## config.mk

```make
export PLATFORM = sky130hd
export DESIGN_NAME = wvb_wr_addr_ctrl
export DESIGN_NICKNAME = d
export VERILOG_FILES = /design/src/rtl/wvb_wr_addr_ctrl.sv
export SDC_FILE = /design/constraint.sdc
export NUM_CORES = 1
export LEC_CHECK = 0
export BUFFER_PORTS_ARGS = -buffer_cell sky130_fd_sc_hd__buf_2
export CORE_ASPECT_RATIO = 1.2
export CORE_UTILIZATION = 60
export DETAILED_ROUTE_END_ITERATION = 7
export MAX_ROUTING_LAYER = met4
export PLACE_DENSITY = 0.86
export SLEW_MARGIN = 20
export SYNTH_ARGS = -nofsm -noshare
export SYNTH_HDL_FRONTEND = slang
export SYNTH_SLANG_ARGS = --single-unit
```

## constraint.sdc

```tcl
create_clock -name clk -period 10.3 [get_ports clk]
set_input_delay 0.515 -clock clk [delete_from_list [all_inputs] [get_ports clk]]
set_output_delay 0.515 -clock clk [all_outputs]
set_load 0.01 [all_outputs]
```

## src/rtl/wvb_wr_addr_ctrl.sv

```systemverilog
// wvb_wr_addr_ctrl: write-side address, occupancy and header generator for the waveform buffer ring RAM.
// Splits waveforms into headers of at most P_MAX_LEN words and truncates or drops them on overflow.
module wvb_wr_addr_ctrl #(
  parameter int P_ADR_WIDTH  = 12,
  parameter int P_DATA_WIDTH = 22,
  parameter int P_MAX_LEN    = 512
) (
  input  logic                    clk,
  input  logic                    rst_n,
  input  logic                    sample_valid,
  input  logic                    sample_sof,
  input  logic                    sample_eof,
  input  logic [P_DATA_WIDTH-1:0] sample_data,
  input  logic                    hdr_full,
  input  logic                    rel_valid,
  input  logic [P_ADR_WIDTH:0]    rel_len,
  output logic                    wvb_wren,
  output logic [P_ADR_WIDTH-1:0]  wvb_wr_addr,
  output logic [P_DATA_WIDTH-1:0] wvb_wr_data,
  output logic                    hdr_wrreq,
  output logic [P_ADR_WIDTH-1:0]  hdr_start_addr,
  output logic [P_ADR_WIDTH-1:0]  hdr_stop_addr,
  output logic                    hdr_partial,
  output logic                    hdr_continued,
  output logic [P_ADR_WIDTH:0]    occupancy,
  output logic [15:0]             ovf_cnt,
  output logic [15:0]             err_cnt
);
  localparam int LW = P_ADR_WIDTH + 1;
  localparam logic [LW-1:0] DEPTH = {1'b1, {P_ADR_WIDTH{1'b0}}};
  localparam logic [LW-1:0] MAXL = LW'(P_MAX_LEN);
  localparam logic [LW-1:0] ONE_L = LW'(1);
  localparam logic [P_ADR_WIDTH-1:0] ONE_A = P_ADR_WIDTH'(1);
  typedef enum logic [1:0] {IDLE, WRITE, DROP} state_t;
  state_t r_state, w_state;
  logic [P_ADR_WIDTH-1:0] r_wp, w_wp, r_seg_start, w_seg_start, w_stop;
  logic [LW-1:0] r_len, w_len, w_occ;
  logic [LW:0] w_total, w_rel, w_diff;
  logic r_cont, w_cont, r_split, w_split;
  logic w_wren, w_hdr, w_partial, w_full, w_open, w_extend, w_ovf_inc, w_err_seq, w_err_rel;
  logic [1:0] w_err_inc;

  function automatic logic [15:0] sat_add(input logic [15:0] c, input logic [1:0] inc);
    logic [16:0] s;
    s = {1'b0, c} + {15'd0, inc};
    return s[16] ? 16'hFFFF : s[15:0];
  endfunction

  // r_split: the previous word closed a full-length segment, so the next sample opens a continuation
  always_comb begin
    w_state     = r_state;
    w_wp        = r_wp;
    w_seg_start = r_seg_start;
    w_len       = r_len;
    w_cont      = r_cont;
    w_split     = r_split;
    w_wren      = 1'b0;
    w_hdr       = 1'b0;
    w_partial   = 1'b0;
    w_ovf_inc   = 1'b0;
    w_full      = (occupancy == DEPTH);
    w_open      = sample_valid & ((r_state == IDLE & sample_sof) | (r_state == WRITE & r_split));
    w_extend    = sample_valid & (r_state == WRITE) & !r_split;
    w_err_seq   = sample_valid & ((r_state == IDLE) ? !sample_sof : sample_sof);
    if (w_open && (hdr_full || w_full)) begin
      w_ovf_inc = 1'b1;
      w_state   = sample_eof ? IDLE : DROP;
    end else if (w_open) begin
      w_wren      = 1'b1;
      w_seg_start = r_wp;
      w_len       = ONE_L;
      w_cont      = (r_state == WRITE);
    end else if (w_extend && w_full) begin
      w_hdr     = 1'b1;
      w_partial = 1'b1;
      w_ovf_inc = 1'b1;
      w_state   = sample_eof ? IDLE : DROP;
    end else if (w_extend) begin
      w_wren = 1'b1;
      w_len  = r_len + ONE_L;
    end else if (sample_valid && r_state == DROP && sample_eof) begin
      w_state = IDLE;
    end
    w_stop = w_wren ? r_wp : r_wp - ONE_A;
    if (w_wren) begin
      w_wp      = r_wp + ONE_A;
      w_hdr     = sample_eof | (w_len == MAXL);
      w_partial = !sample_eof;
      w_split   = !sample_eof & (w_len == MAXL);
      w_state   = sample_eof ? IDLE : WRITE;
    end
    w_total   = {1'b0, occupancy} + (LW+1)'(w_wren);
    w_rel     = rel_valid ? {1'b0, rel_len} : '0;
    w_err_rel = w_rel > w_total;
    w_diff    = w_total - w_rel;
    w_occ     = w_err_rel ? '0 : w_diff[LW-1:0];
    w_err_inc = {1'b0, w_err_seq} + {1'b0, w_err_rel};
  end

  always_ff @(posedge clk or negedge rst_n) begin
    if (!rst_n) begin
      r_state        <= IDLE;
      r_wp           <= '0;
      r_seg_start    <= '0;
      r_len          <= '0;
      r_cont         <= 1'b0;
      r_split        <= 1'b0;
      wvb_wren       <= 1'b0;
      wvb_wr_addr    <= '0;
      wvb_wr_data    <= '0;
      hdr_wrreq      <= 1'b0;
      hdr_start_addr <= '0;
      hdr_stop_addr  <= '0;
      hdr_partial    <= 1'b0;
      hdr_continued  <= 1'b0;
      occupancy      <= '0;
      ovf_cnt        <= '0;
      err_cnt        <= '0;
    end else begin
      r_state     <= w_state;
      r_wp        <= w_wp;
      r_seg_start <= w_seg_start;
      r_len       <= w_len;
      r_cont      <= w_cont;
      r_split     <= w_split;
      wvb_wren    <= w_wren;
      hdr_wrreq   <= w_hdr;
      occupancy   <= w_occ;
      ovf_cnt     <= sat_add(ovf_cnt, {1'b0, w_ovf_inc});
      err_cnt     <= sat_add(err_cnt, w_err_inc);
      if (w_wren) begin
        wvb_wr_addr <= r_wp;
        wvb_wr_data <= sample_data;
      end
      if (w_hdr) begin
        hdr_start_addr <= w_seg_start;
        hdr_stop_addr  <= w_stop;
        hdr_partial    <= w_partial;
        hdr_continued  <= w_cont;
      end
    end
  end
endmodule

```

==> results.sh <==
export IMPL_status="complete, no violations"
export IMPL_grt_pass1_wl_um=29230
export IMPL_fillers=967
export IMPL_start_util_pct=61.50
export IMPL_coreArea_um2=12610
export IMPL_viasPerCell=5.500
export IMPL_cts_resized=0
export IMPL_cp_start_kind="flip-flop"
export IMPL_dieArea_um2=13390
export IMPL_synth_fp_nets=894
export IMPL_slew_viol_final=0
export IMPL_syn_area_um2=7756
export IMPL_ys_ff_latch=148
export IMPL_ios=149
export IMPL_synth_edf_count=0
export IMPL_nNetsFinal=1034
export IMPL_synth_seq_area_share_pct=47.75
export IMPL_cp_data_required_time_ns=10.64
export IMPL_post_drt_wl_per_cell_um=15.41
export IMPL_hp_class="input port to async pin"
export IMPL_ys_warn_count=0
export IMPL_worst_slew_pin_slew_ns=1.085
export IMPL_crit_path_end_kind="flip-flop"
export IMPL_drt_iter0_markers=397
export IMPL_clkTransAtPathRegs_ns=0.06
export IMPL_area_delta_synth_final_pct=19.04
export IMPL_grt_antenna_before_repair=1
export IMPL_die_h_um=126.6
export IMPL_synthTopCellsByArea="dfrtp_1, nand2_1, ha_1"
export IMPL_portBuffers=148
export IMPL_die_w_um=105.8
export IMPL_hold_buffers=0
export IMPL_synth_main_ff_cell="dfrtp_1"
export IMPL_numCtsBuffers=17
export IMPL_grt_max_degree=79
export IMPL_vias=6237
export IMPL_postRouteAntennaNets=0
export IMPL_final_cells=1134
export IMPL_cts_tree="built"
export IMPL_dp_cells=1101
export IMPL_syn_area_per_cell_um2=9.505
export IMPL_clkSinkCount=148
export IMPL_worstPathArrival_ns=7.42
export IMPL_p_leak_nw=4.972
export IMPL_wirelength_um=17470
export IMPL_cap_violations=0
export IMPL_synth_cell_type_count=65
export IMPL_max_slew_margin_pct=27.67
export IMPL_dp_hpwl_um=12010
export IMPL_peakVddDrop_mv=0.1770
export IMPL_grt_overflow_total=0
export IMPL_power_mw=2.337
export IMPL_finalSetupTns_ns=0
export IMPL_syn_inst=816
export IMPL_worst_path_max_fanout=46
export IMPL_grt_pass1_vias=6053
export IMPL_fin_crit_ns=7.080
export IMPL_path_class="flip-flop to flip-flop"
export IMPL_htree_levels=4
export IMPL_postCtsSetupBuffers=0
export IMPL_rsz0062_at_grt="false"
export IMPL_final_layout_size_suffix_gt1_share_pct=23.01
export IMPL_netlist_area_leader_share_pct=47.75
export IMPL_row_count=45
export IMPL_grt_usage_pct=28.44
export IMPL_root_buffer="clkbuf_16"
export IMPL_clock_skew_ns=0.01028
export IMPL_period_share_pct=68.74
export IMPL_hold_ws_ns=0.1002
export IMPL_synthArstFlopShare_pct=100.0
export IMPL_hold_viol_final=0
export IMPL_routabilityCongestion=0.8898
export IMPL_max_freq_mhz=141.2
export IMPL_drc=0
export IMPL_yosys_area_top_type="dfrtp_1"
export IMPL_dr_pass1_iters=5
export IMPL_power_density_nw_per_um2=253.1
export IMPL_clock_latency_ns=0.42
export IMPL_clockBufferDepth=2
export IMPL_setup_viol=0
==> worst max-delay path, stage by stage, from the launching register on <==
cell and delay (ns):
dfrtp_1 0.42, nor4_1 0.36, nand4_1 0.68, nand2b_2 1.02, inv_1 0.21, ha_1 0.28, ha_1 0.24, nand2_1 0.08
nor2_1 0.08, and3_1 0.21, xor2_1 0.21, ha_1 0.36, nand4_1 0.13, nor3_1 0.05, nand2_1 0.05, o21ai_0 0.07
nor3_1 0.13, o31a_1 0.46, inv_1 0.11, fa_1 0.39, inv_1 0.07, ha_1 0.22, nand3_1 0.17, nor2_1 0.20
and3_1 0.22, nand3_1 0.36, nand2b_1 0.20
==> routing by layer <==
metal / wire [um] / up-vias / track usage (%)
met1: 7221 / 2985 / 34.20
met5: 0 / - / -
met2: 9017 / 200 / 48.02
li1: - / 3029 / -
met3: 958 / 23 / 6.166
met4: 275 / 0 / 8.578
==> logic make-up after synthesis <==
| group | synth area share, % |
|---|---|
| compound gates | 8.259 |
| xor+xnor | 6.437 |
| fa+ha+maj | 6.001 |
| buf+inv | 4.081 |
| flops | 47.75 |
| mux | 4.582 |
| simple gates | 22.89 |
==> worst paths after layout <==
kind | end | cells after the start | slack [ns] | start
setup / recovery | err_cnt[1] | 26 | 3.22 | occupancy[11]
hold / removal | wvb_wr_addr[10] | 1 | 0.10 | rst_n
setup reg to reg | err_cnt[1] | 26 | 3.22 | occupancy[11]
hold reg to reg | wvb_wr_addr[4] | 2 | 0.47 | wvb_wr_addr[4]
max in group asynchronous | r_state[1] | 2 | 8.78 | rst_n
min in group clk | wvb_wr_data[18] | 3 | 0.28 | sample_data[18]
==> power by group <==
| group | leakage, nW | internal, mW | total [mW] | switching [mW] |
|---|---|---|---|---|
| Sequential | 1.94 | 0.725 | 0.854 | 0.128 |
| Clock | 0.318 | 0.417 | 0.686 | 0.269 |
| Combinational | 2.71 | 0.346 | 0.797 | 0.451 |
| Total | 4.97 | 1.49 | 2.34 | 0.848 |
==> layout make-up <==
| cell class | instances | area, um^2 | area share, % |
|---|---|---|---|
| multi-input cells | 597 | 3739 | 40.49 |
| flip-flops and latches | 148 | 3704 | 40.11 |
| repair buffers | 152 | 777.0 | 8.416 |
| clock buffers | 17 | 425.4 | 4.608 |
| clock inverters | 15 | 230.2 | 2.494 |
| well taps | 164 | 205.2 | 2.223 |
| inverters | 40 | 150.1 | 1.626 |
| diodes | 1 | 2.502 | 0.02710 |
==> per-stage QoR <==
step	area, um^2	worst slack [ns]	utilization [%]
after floorplan	7756	4.210	-
after global placement	8574	3.559	67.99
after detailed placement	8574	3.296	67.99
after CTS	9230	3.239	73.18
after global routing	9233	2.487	73.20
final	9233	3.220	73.20
==> state kept, by name, summed over array words and instances (netlist names) <==
signal          count
hdr_continued       1
wvb_wr_data        22
r_split             1
r_state             2
hdr_partial         1
err_cnt            16
r_cont              1
hdr_wrreq           1
wvb_wr_addr        12
hdr_stop_addr      12
r_len              13
hdr_start_addr     12
occupancy          13
r_wp               12
wvb_wren            1
r_seg_start        12
ovf_cnt            16
==> Yosys cell counts (11+ instances only) <==
| cell | instances |
|---|---|
| a21oi_1 | 18 |
| and3_1 | 20 |
| clkbuf_1 | 18 |
| dfrtp_1 | 148 |
| ha_1 | 34 |
| inv_1 | 40 |
| mux2_4 | 13 |
| nand2_1 | 211 |
| nand3_1 | 33 |
| nand4_1 | 15 |
| nor2_1 | 40 |
| nor2b_1 | 11 |
| nor3_1 | 14 |
| o21ai_0 | 37 |
| xnor2_1 | 27 |
| xor2_1 | 30 |
==> layout by cell type (no fill, tap or decap), drive strengths merged, types with 21 or more instances in the layout <==
cell and count:
xor2 30, inv 49, nand3 33, dfrtp 148
o21ai 37, buf 152, nor2 40, ha 34
xnor2 27, nand2 211, mux2 21
Note: power is estimated with default switching activity, not from simulation.
